**src/rtl/bus_pin_sequencer_if.sv**
```systemverilog
// Request/response and shared-pin bundle for bus_pin_sequencer.
// master = CPU/pad side, slave = sequencer.
interface bus_pin_sequencer_if #(
    parameter int ADDR_W = 12,
    parameter int DATA_W = 4,
    parameter int PIN_W  = 4
);
    logic              req_valid;
    logic              req_ready;
    logic              req_we;
    logic [ADDR_W-1:0] req_addr;
    logic [DATA_W-1:0] req_wdata;
    logic              rsp_valid;
    logic [DATA_W-1:0] rsp_rdata;
    logic [PIN_W-1:0]  pin_in;
    logic [PIN_W-1:0]  pin_out;
    logic [PIN_W-1:0]  pin_oe;
    logic [1:0]        pin_phase;

    modport master (
        output req_valid, req_we, req_addr, req_wdata, pin_in,
        input  req_ready, rsp_valid, rsp_rdata,
        input  pin_out, pin_oe, pin_phase
    );

    modport slave (
        input  req_valid, req_we, req_addr, req_wdata, pin_in,
        output req_ready, rsp_valid, rsp_rdata,
        output pin_out, pin_oe, pin_phase
    );
endinterface

```
**src/rtl/bus_pin_sequencer.sv**
```systemverilog
// Serialises CPU address/data onto narrow shared pins, MS beat first,
// with read wait-states and a one-cycle completion strobe.
module bus_pin_sequencer #(
    parameter int ADDR_W = 12,
    parameter int DATA_W = 4,
    parameter int PIN_W  = 4,
    parameter int WAIT   = 1
) (
    input  logic               clk,
    input  logic               rst_n,
    bus_pin_sequencer_if.slave bus
);
    localparam int A     = ADDR_W / PIN_W;
    localparam int D     = DATA_W / PIN_W;
    localparam int MAX_AD = (A > D) ? A : D;
    localparam int MAXC  = (MAX_AD > WAIT) ? MAX_AD : WAIT;
    localparam int CNT_W = (MAXC > 1) ? $clog2(MAXC) : 1;

    localparam logic [CNT_W-1:0] A_LAST = CNT_W'(A - 1);
    localparam logic [CNT_W-1:0] D_LAST = CNT_W'(D - 1);
    localparam logic [CNT_W-1:0] W_LAST = CNT_W'((WAIT > 0) ? WAIT - 1 : 0);

    generate
        if ((ADDR_W % PIN_W) != 0 || (DATA_W % PIN_W) != 0 ||
            ADDR_W < PIN_W || DATA_W < PIN_W ||
            WAIT < 0 || WAIT > 15) begin : g_bad_params
            $error("bus_pin_sequencer: illegal parameter combination");
        end
    endgenerate

    typedef enum logic [2:0] {
        IDLE,
        ADDR,
        WDATA,
        RWAIT,
        RDATA
    } state_t;

    state_t state;
    state_t state_next;

    logic [CNT_W-1:0]  cnt;
    logic              we_q;
    logic [ADDR_W-1:0] addr_sh;
    logic [DATA_W-1:0] wdata_sh;
    logic [DATA_W-1:0] rd_sh;
    logic [DATA_W-1:0] rd_nxt;
    logic [DATA_W-1:0] rsp_rdata_q;
    logic              rsp_valid_q;
    logic              accept;
    logic              done;

    assign accept = bus.req_valid && (state == IDLE);
    assign rd_nxt = (rd_sh << PIN_W) | DATA_W'(bus.pin_in);
    assign done   = ((state == WDATA) || (state == RDATA)) && (cnt == D_LAST);

    always_ff @(posedge clk) begin
        if (!rst_n) begin
            state <= IDLE;
        end else begin
            state <= state_next;
        end
    end

    always_comb begin
        state_next = state;
        unique case (state)
            IDLE: begin
                if (bus.req_valid) state_next = ADDR;
            end
            ADDR: begin
                if (cnt == A_LAST) begin
                    if (we_q)          state_next = WDATA;
                    else if (WAIT > 0) state_next = RWAIT;
                    else               state_next = RDATA;
                end
            end
            WDATA: begin
                if (cnt == D_LAST) state_next = IDLE;
            end
            RWAIT: begin
                if (cnt == W_LAST) state_next = RDATA;
            end
            RDATA: begin
                if (cnt == D_LAST) state_next = IDLE;
            end
            default: state_next = IDLE;
        endcase
    end

    // Beat counter restarts on every state change and idles at zero.
    always_ff @(posedge clk) begin
        if (!rst_n) begin
            cnt         <= '0;
            we_q        <= 1'b0;
            addr_sh     <= '0;
            wdata_sh    <= '0;
            rd_sh       <= '0;
            rsp_rdata_q <= '0;
            rsp_valid_q <= 1'b0;
        end else begin
            rsp_valid_q <= done;
            if (state_next != state) cnt <= '0;
            else if (state != IDLE)  cnt <= cnt + CNT_W'(1);

            if (accept) begin
                we_q     <= bus.req_we;
                addr_sh  <= bus.req_addr;
                wdata_sh <= bus.req_wdata;
            end

            if (state == ADDR)  addr_sh  <= addr_sh << PIN_W;
            if (state == WDATA) wdata_sh <= wdata_sh << PIN_W;

            if (state == RDATA) begin
                rd_sh <= rd_nxt;
                if (cnt == D_LAST) rsp_rdata_q <= rd_nxt;
            end
        end
    end

    always_comb begin
        bus.pin_out   = '0;
        bus.pin_oe    = '0;
        bus.pin_phase = 2'b00;
        unique case (state)
            ADDR: begin
                bus.pin_out   = addr_sh[ADDR_W-1 -: PIN_W];
                bus.pin_oe    = '1;
                bus.pin_phase = 2'b01;
            end
            WDATA: begin
                bus.pin_out   = wdata_sh[DATA_W-1 -: PIN_W];
                bus.pin_oe    = '1;
                bus.pin_phase = 2'b10;
            end
            RWAIT, RDATA: begin
                bus.pin_phase = 2'b11;
            end
            default: begin
                bus.pin_phase = 2'b00;
            end
        endcase
    end

    assign bus.req_ready = (state == IDLE);
    assign bus.rsp_valid = rsp_valid_q;
    assign bus.rsp_rdata = rsp_rdata_q;

endmodule

```
**src/flat_wrapper.sv**
```systemverilog
// flat-port wrapper written by rule: the top's interface ports become plain ports
module bus_pin_sequencer_flat 
#(
    parameter int ADDR_W = 12,
    parameter int DATA_W = 4,
    parameter int PIN_W  = 4,
    parameter int WAIT   = 1
)
  (clk, rst_n, bus_req_valid, bus_req_we, bus_req_addr, bus_req_wdata, bus_pin_in, bus_req_ready, bus_rsp_valid, bus_rsp_rdata, bus_pin_out, bus_pin_oe, bus_pin_phase);
  bus_pin_sequencer_if #(.ADDR_W(ADDR_W), .DATA_W(DATA_W), .PIN_W(PIN_W)) bus_i ();
  input  logic clk;
  input  logic rst_n;
  input wire logic [$bits(bus_i.req_valid)-1:0] bus_req_valid;
  input wire logic [$bits(bus_i.req_we)-1:0] bus_req_we;
  input wire logic [$bits(bus_i.req_addr)-1:0] bus_req_addr;
  input wire logic [$bits(bus_i.req_wdata)-1:0] bus_req_wdata;
  input wire logic [$bits(bus_i.pin_in)-1:0] bus_pin_in;
  output wire logic [$bits(bus_i.req_ready)-1:0] bus_req_ready;
  output wire logic [$bits(bus_i.rsp_valid)-1:0] bus_rsp_valid;
  output wire logic [$bits(bus_i.rsp_rdata)-1:0] bus_rsp_rdata;
  output wire logic [$bits(bus_i.pin_out)-1:0] bus_pin_out;
  output wire logic [$bits(bus_i.pin_oe)-1:0] bus_pin_oe;
  output wire logic [$bits(bus_i.pin_phase)-1:0] bus_pin_phase;
  assign bus_i.req_valid = bus_req_valid;
  assign bus_i.req_we = bus_req_we;
  assign bus_i.req_addr = bus_req_addr;
  assign bus_i.req_wdata = bus_req_wdata;
  assign bus_i.pin_in = bus_pin_in;
  assign bus_req_ready = bus_i.req_ready;
  assign bus_rsp_valid = bus_i.rsp_valid;
  assign bus_rsp_rdata = bus_i.rsp_rdata;
  assign bus_pin_out = bus_i.pin_out;
  assign bus_pin_oe = bus_i.pin_oe;
  assign bus_pin_phase = bus_i.pin_phase;
  bus_pin_sequencer #(.ADDR_W(ADDR_W), .DATA_W(DATA_W), .PIN_W(PIN_W), .WAIT(WAIT)) u_core (.clk(clk), .rst_n(rst_n), .bus(bus_i));
endmodule
```
**config.mk**
```make
export PLATFORM = sky130hd
export DESIGN_NAME = bus_pin_sequencer_flat
export DESIGN_NICKNAME = d
export VERILOG_FILES = /design/src/rtl/bus_pin_sequencer_if.sv /design/src/rtl/bus_pin_sequencer.sv /design/src/flat_wrapper.sv
export SDC_FILE = /design/constraint.sdc
export NUM_CORES = 1
export LEC_CHECK = 0
export CORE_MARGIN = 2
export CORE_UTILIZATION = 46
export CTS_BUF_LIST = sky130_fd_sc_hd__clkbuf_16
export DETAILED_ROUTE_END_ITERATION = 8
export GPL_TIMING_DRIVEN = 0
export HOLD_SLACK_MARGIN = 0.08
export MAX_ROUTING_LAYER = met4
export PLACE_DENSITY = 0.78
export SKIP_CTS_REPAIR_TIMING = 1
export SYNTH_ARGS = -nofsm -noshare
export SYNTH_HDL_FRONTEND = slang
export SYNTH_SLANG_ARGS = --single-unit
```
**constraint.sdc**
```tcl
create_clock -name clk -period 1.9 [get_ports clk]
set_clock_uncertainty 0.05 [all_clocks]
set_input_delay 0.38 -clock clk [delete_from_list [all_inputs] [get_ports clk]]
set_output_delay 0.38 -clock clk [all_outputs]
set_load 0.05 [all_outputs]
```
-- After elaboration in Yosys (flattened, before gate mapping)
Cells that the tools add are included.
- logic and storage cells: 41
- output and inout bits: 16
- bits in registers: 27
- input bits: 24
- mux-type cells: 11
- reduce and logical (&&, ||, !) cells: 14
- equal/unequal tests: 6
- $add $sub $neg: 1
- bitwise gates (word level): 1
- operator list (cell ; count):
    $mux 12 ; 2
    $mux 3 ; 4
    $pmux 3 s4 ; 1
    $reduce_or 2->1 ; 6
    $pmux 4 s2 ; 1
    $eq 3x2->1 const B ; 2
    $pmux 2 s3 ; 1
    $mux 4 ; 1
    $eq 3x1->1 const B ; 1
    $eq 3x3->1 const B ; 1
    $logic_not 3->1 ; 1
    $ne 3x3->1 ; 1
    $reduce_bool 3->1 ; 1
    $add 2x1->2 const B ; 1
    $eq 2x2->1 const B ; 1
    $logic_and 1x1->1 ; 2
    $logic_not 2->1 ; 1
    $reduce_and 2->1 ; 1
    $reduce_bool 2->1 ; 1
    $logic_or 1x1->1 ; 1
    $mux 1 ; 1
    $not 1->1 ; 1

-- Logic depth before layout (Yosys ltp)
- depth after elaboration: 5
- gate-level depth with buffers: 6
- gate-level depth less buffers: 5

-- Worst setup path after synthesis
Ideal clock, no wire load.
- path type: register to output
- start: register u_core.state[1]
- end: output port bus_pin_oe[1]
- buffers on the path: 2
- cell stages (with the launch flop): 6
- required time: 1.470 ns
- slack: -0.569 ns
- arrival time: 2.039 ns
- cell sequence: dfxtp_1 > buf_4 > nor2b_1 > nor2_1 > nor2_1 > buf_4
- longest elaborated chain between the ends: 3
- elaborated cells between the ends (all ways): 4
- those cells by class: eq/ne (2); mux (1); reduce/logical (1)
- ends and longest elaborated chain (what ; RTL line ; RTL):
    start: declaration ; bus_pin_sequencer.sv:39 ; state_t state;
    start signal: assignment ; bus_pin_sequencer.sv:61 ; state <= state_next;
    $eq 3x2->1 or $eq 3x1->1 (tied branches) ; bus_pin_sequencer.sv:126 ; unique case (state)
    $reduce_or 2->1 (no line) (*) ; n/a ;
    $mux 4 (*) ; bus_pin_sequencer.sv:126 ;
    end: declaration ; flat_wrapper.sv:22 ; output wire logic [$bits(bus_i.pin_oe)-1:0] bus_pin_oe;
Every way passes the cells marked *; elsewhere a longest branch is shown, timed or not.

-- Worst setup path after layout
Same ends and word-level chain as after synthesis.

==> impl_metrics.tcl <==
set metrics [dict create \
    status "completed" \
    seq_area_frac_synth_pct 40.7 \
    internal_power_mw 0.996 \
    wl_per_cell_um 13.9 \
    switchingPower_mw 0.347 \
    p_sw_share_pct 25.8 \
    maxSlewHeadroom_pct 60.7 \
    hpwl_um 2450 \
    regToRegSetupSlack_ns 0.24 \
    comb_power_share_pct 20.1 \
    rsz0062_at_grt "true" \
    irDropWorstVdd_mv 0.674 \
    grt_max_degree 15 \
    synth.avg_cell_area_um2 8.15 \
    grt_pass1_vias 1301 \
    maxSlewViolCount 0 \
    max_freq_mhz 531 \
    synth_edf_count 0 \
    fin_tns_setup_ns 0 \
    hold_depth 2 \
    power.share.clock_pct 35.0 \
    clock_latency_ns 0.26 \
    fin_nets 239 \
    numPlacedInstances 233 \
    tightest_slew_ns 0.583 \
    die_area_um2 3330 \
    fin_util_pct 70.3 \
    port_buffers 39 \
    coreArea_um2 2760 \
    layout_commonest_cell "nand2_1" \
    critPathMaxFanout 7 \
    grt.total_usage_pct 21.4 \
    first_iter_violations 43 \
    nFillCells 218 \
    clockBufferDepth 2 \
    cp_slowest_stage_delay_ns 0.39 \
    htree_levels 1 \
    cts_tree "yes" \
    drive_gt1_share_pct 22.2 \
    final_cell_mix "39 x nand2_1, 28 x clkdlybuf4s50_1, 25 x dfxtp_1" \
    row_count 19 \
    drc 0 \
    fin_crit_sh_pct 99.1 \
    antenna_found_initial 0 \
    clkTransAtPathRegs_ns 0.06 \
    path_cells "buf_8 -> nor2b_4 -> nor2_2 -> nor2_4 -> buf_4 -> buf_8" \
    reg2regPathDepth 5 \
    regArea_um2 548 \
    clockRootBuffer "clkbuf_16" \
    instances_no_fill 243 \
    cts.sinks 27 \
    crit_top_cell "buf_8" \
    cap_violations 0 \
    crit_type "reg -> out" \
    antenna_left 0 \
    fp.dieW_um 57.7 \
    synthFlopType "dfxtp_1" \
    ys_ff_latch 27 \
    power_density_nw_per_um2 692 \
    async_flop_share_pct 0 \
    hp-class "reg -> reg" \
    dp_slack_ns -0.639 \
    grt_pass1_wl_um 5580 \
    vias 1317 \
    syn_nets 189 \
    gp_congestion 0.855 \
    ioPinCount 40 \
    start_util_pct 48.2 \
    vias_per_cell 5.42 \
    synth.distinct_cells 35 \
    critical_path.startpoint_type "flop" \
    die_h_um 57.7 \
    antennaDiodeCount 0 \
    multi_input_area_um2 722 \
    cp.arrival_ns 1.45 \
    hold_viol 0 \
    syn2layout_area_growth_pct 46.0 \
    end_kind "primary output" \
    critPathSlowestCell "dfxtp_4" \
    first_pass_iters 4 \
    netlist_instances 163 \
    min_period_ns 1.88 \
    pwr-share-seq_pct 44.9 \
    grt-ovfl-total 0 \
    yosysWarnings 0 \
    totalWireLength_um 3380 \
    p_leak_nw 0.755 \
    cp.required_ns 1.47 \
    finalPower_mw 1.34 \
    setup_ws_ns 0.0169 \
    syn_area_um2 1330 \
    numCtsBuffers 3 \
    setup_violations 0 \
]
flip-flops by register name, indices dropped and copies added, names as in the netlist:
name and count:
u_core.addr_sh 12, u_core.bus.rsp_rdata 4, u_core.wdata_sh 4, u_core.state 3, u_core.cnt 2, u_core.bus.rsp_valid 1, u_core.we_q 1
final timing paths:
kind	from	endpoint
setup / recovery	u_core.state[1]	bus_pin_oe[1]
hold / removal	u_core.addr_sh[0]	u_core.addr_sh[0]
setup reg to reg	u_core.state[2]	u_core.addr_sh[2]
hold reg to reg	u_core.addr_sh[0]	u_core.addr_sh[0]
layer usage:
layer	part of all wire (%)	GRT usage (%)	up-vias	routed length, um
met2	52	36.7	33	1760
met1	43	27.4	626	1470
li1	-	-	656	-
met4	0.36	3.99	0	12
met5	0	-	-	0
met3	4.3	2.68	2	144
area by class of cell:
cell class                      instances  share of cell area, %
Multi-Input combinational cell        120                   37.2
Sequential cell                        27                   28.3
Timing Repair Buffer                   45                   21.9
Buffer                                 12                   5.74
Clock buffer                            3                   3.87
Tap cell                               31                   2.00
Inverter                                4                  0.774
Clock inverter                          1                  0.194
synthesized netlist by cell type, drive strengths merged, types with 2 or more instances:
cell type   n  area share [%]
nand2      40              11
dfxtp      27              41
nor2       13             3.7
o21ai      11             4.1
a21oi      10             3.8
buf        10             5.9
a31oi       9             4.2
mux2i       6             4.5
nor2b       5             2.5
a22oi       4             2.3
inv         4             1.1
nand3       3             1.1
nor3        3             1.5
clkbuf      2            0.57
ha          2             1.9
per-stage QoR:
step / cell area, um^2 / hold slack [ns]
after floorplan: 1360 / 0.386
after global placement: 1790 / 0.394
after detailed placement: 1790 / 0.398
after CTS: 1870 / 0.407
after global routing: 1940 / 0.424
final: 1940 / 0.404
cells by family (layout without fill, tap and decap cells):
kind of cell / Yosys count / after routing / share of synthesized area, %
and+or+nand+nor: 73 / 73 / 27.5
AOI/OAI and AO/OA: 37 / 37 / 16.3
DFF: 27 / 27 / 40.7
buffers and inverters: 16 / 65 / 7.63
muxes: 7 / 7 / 5.37
adders and majority gates: 2 / 2 / 1.88
xor gates and xnor gates: 1 / 1 / 0.659
worst max-delay path, delay by kind of cell (launching register included):
kind	cells	cell delay (ns)
simple gates	3	0.39
flops	1	0.39
buf+inv	3	0.41
power groups by stage:
stage	Combinational (mW)	Sequential [mW]	Clock [mW]
finish	0.270	0.603	0.469
floorplan	0.155	0.615	0
global route	0.291	0.606	0.494
CTS	0.255	0.607	0.474
global placement	0.248	0.618	0
detailed placement	0.254	0.620	0
Note: power is estimated with default switching activity, not from simulation.
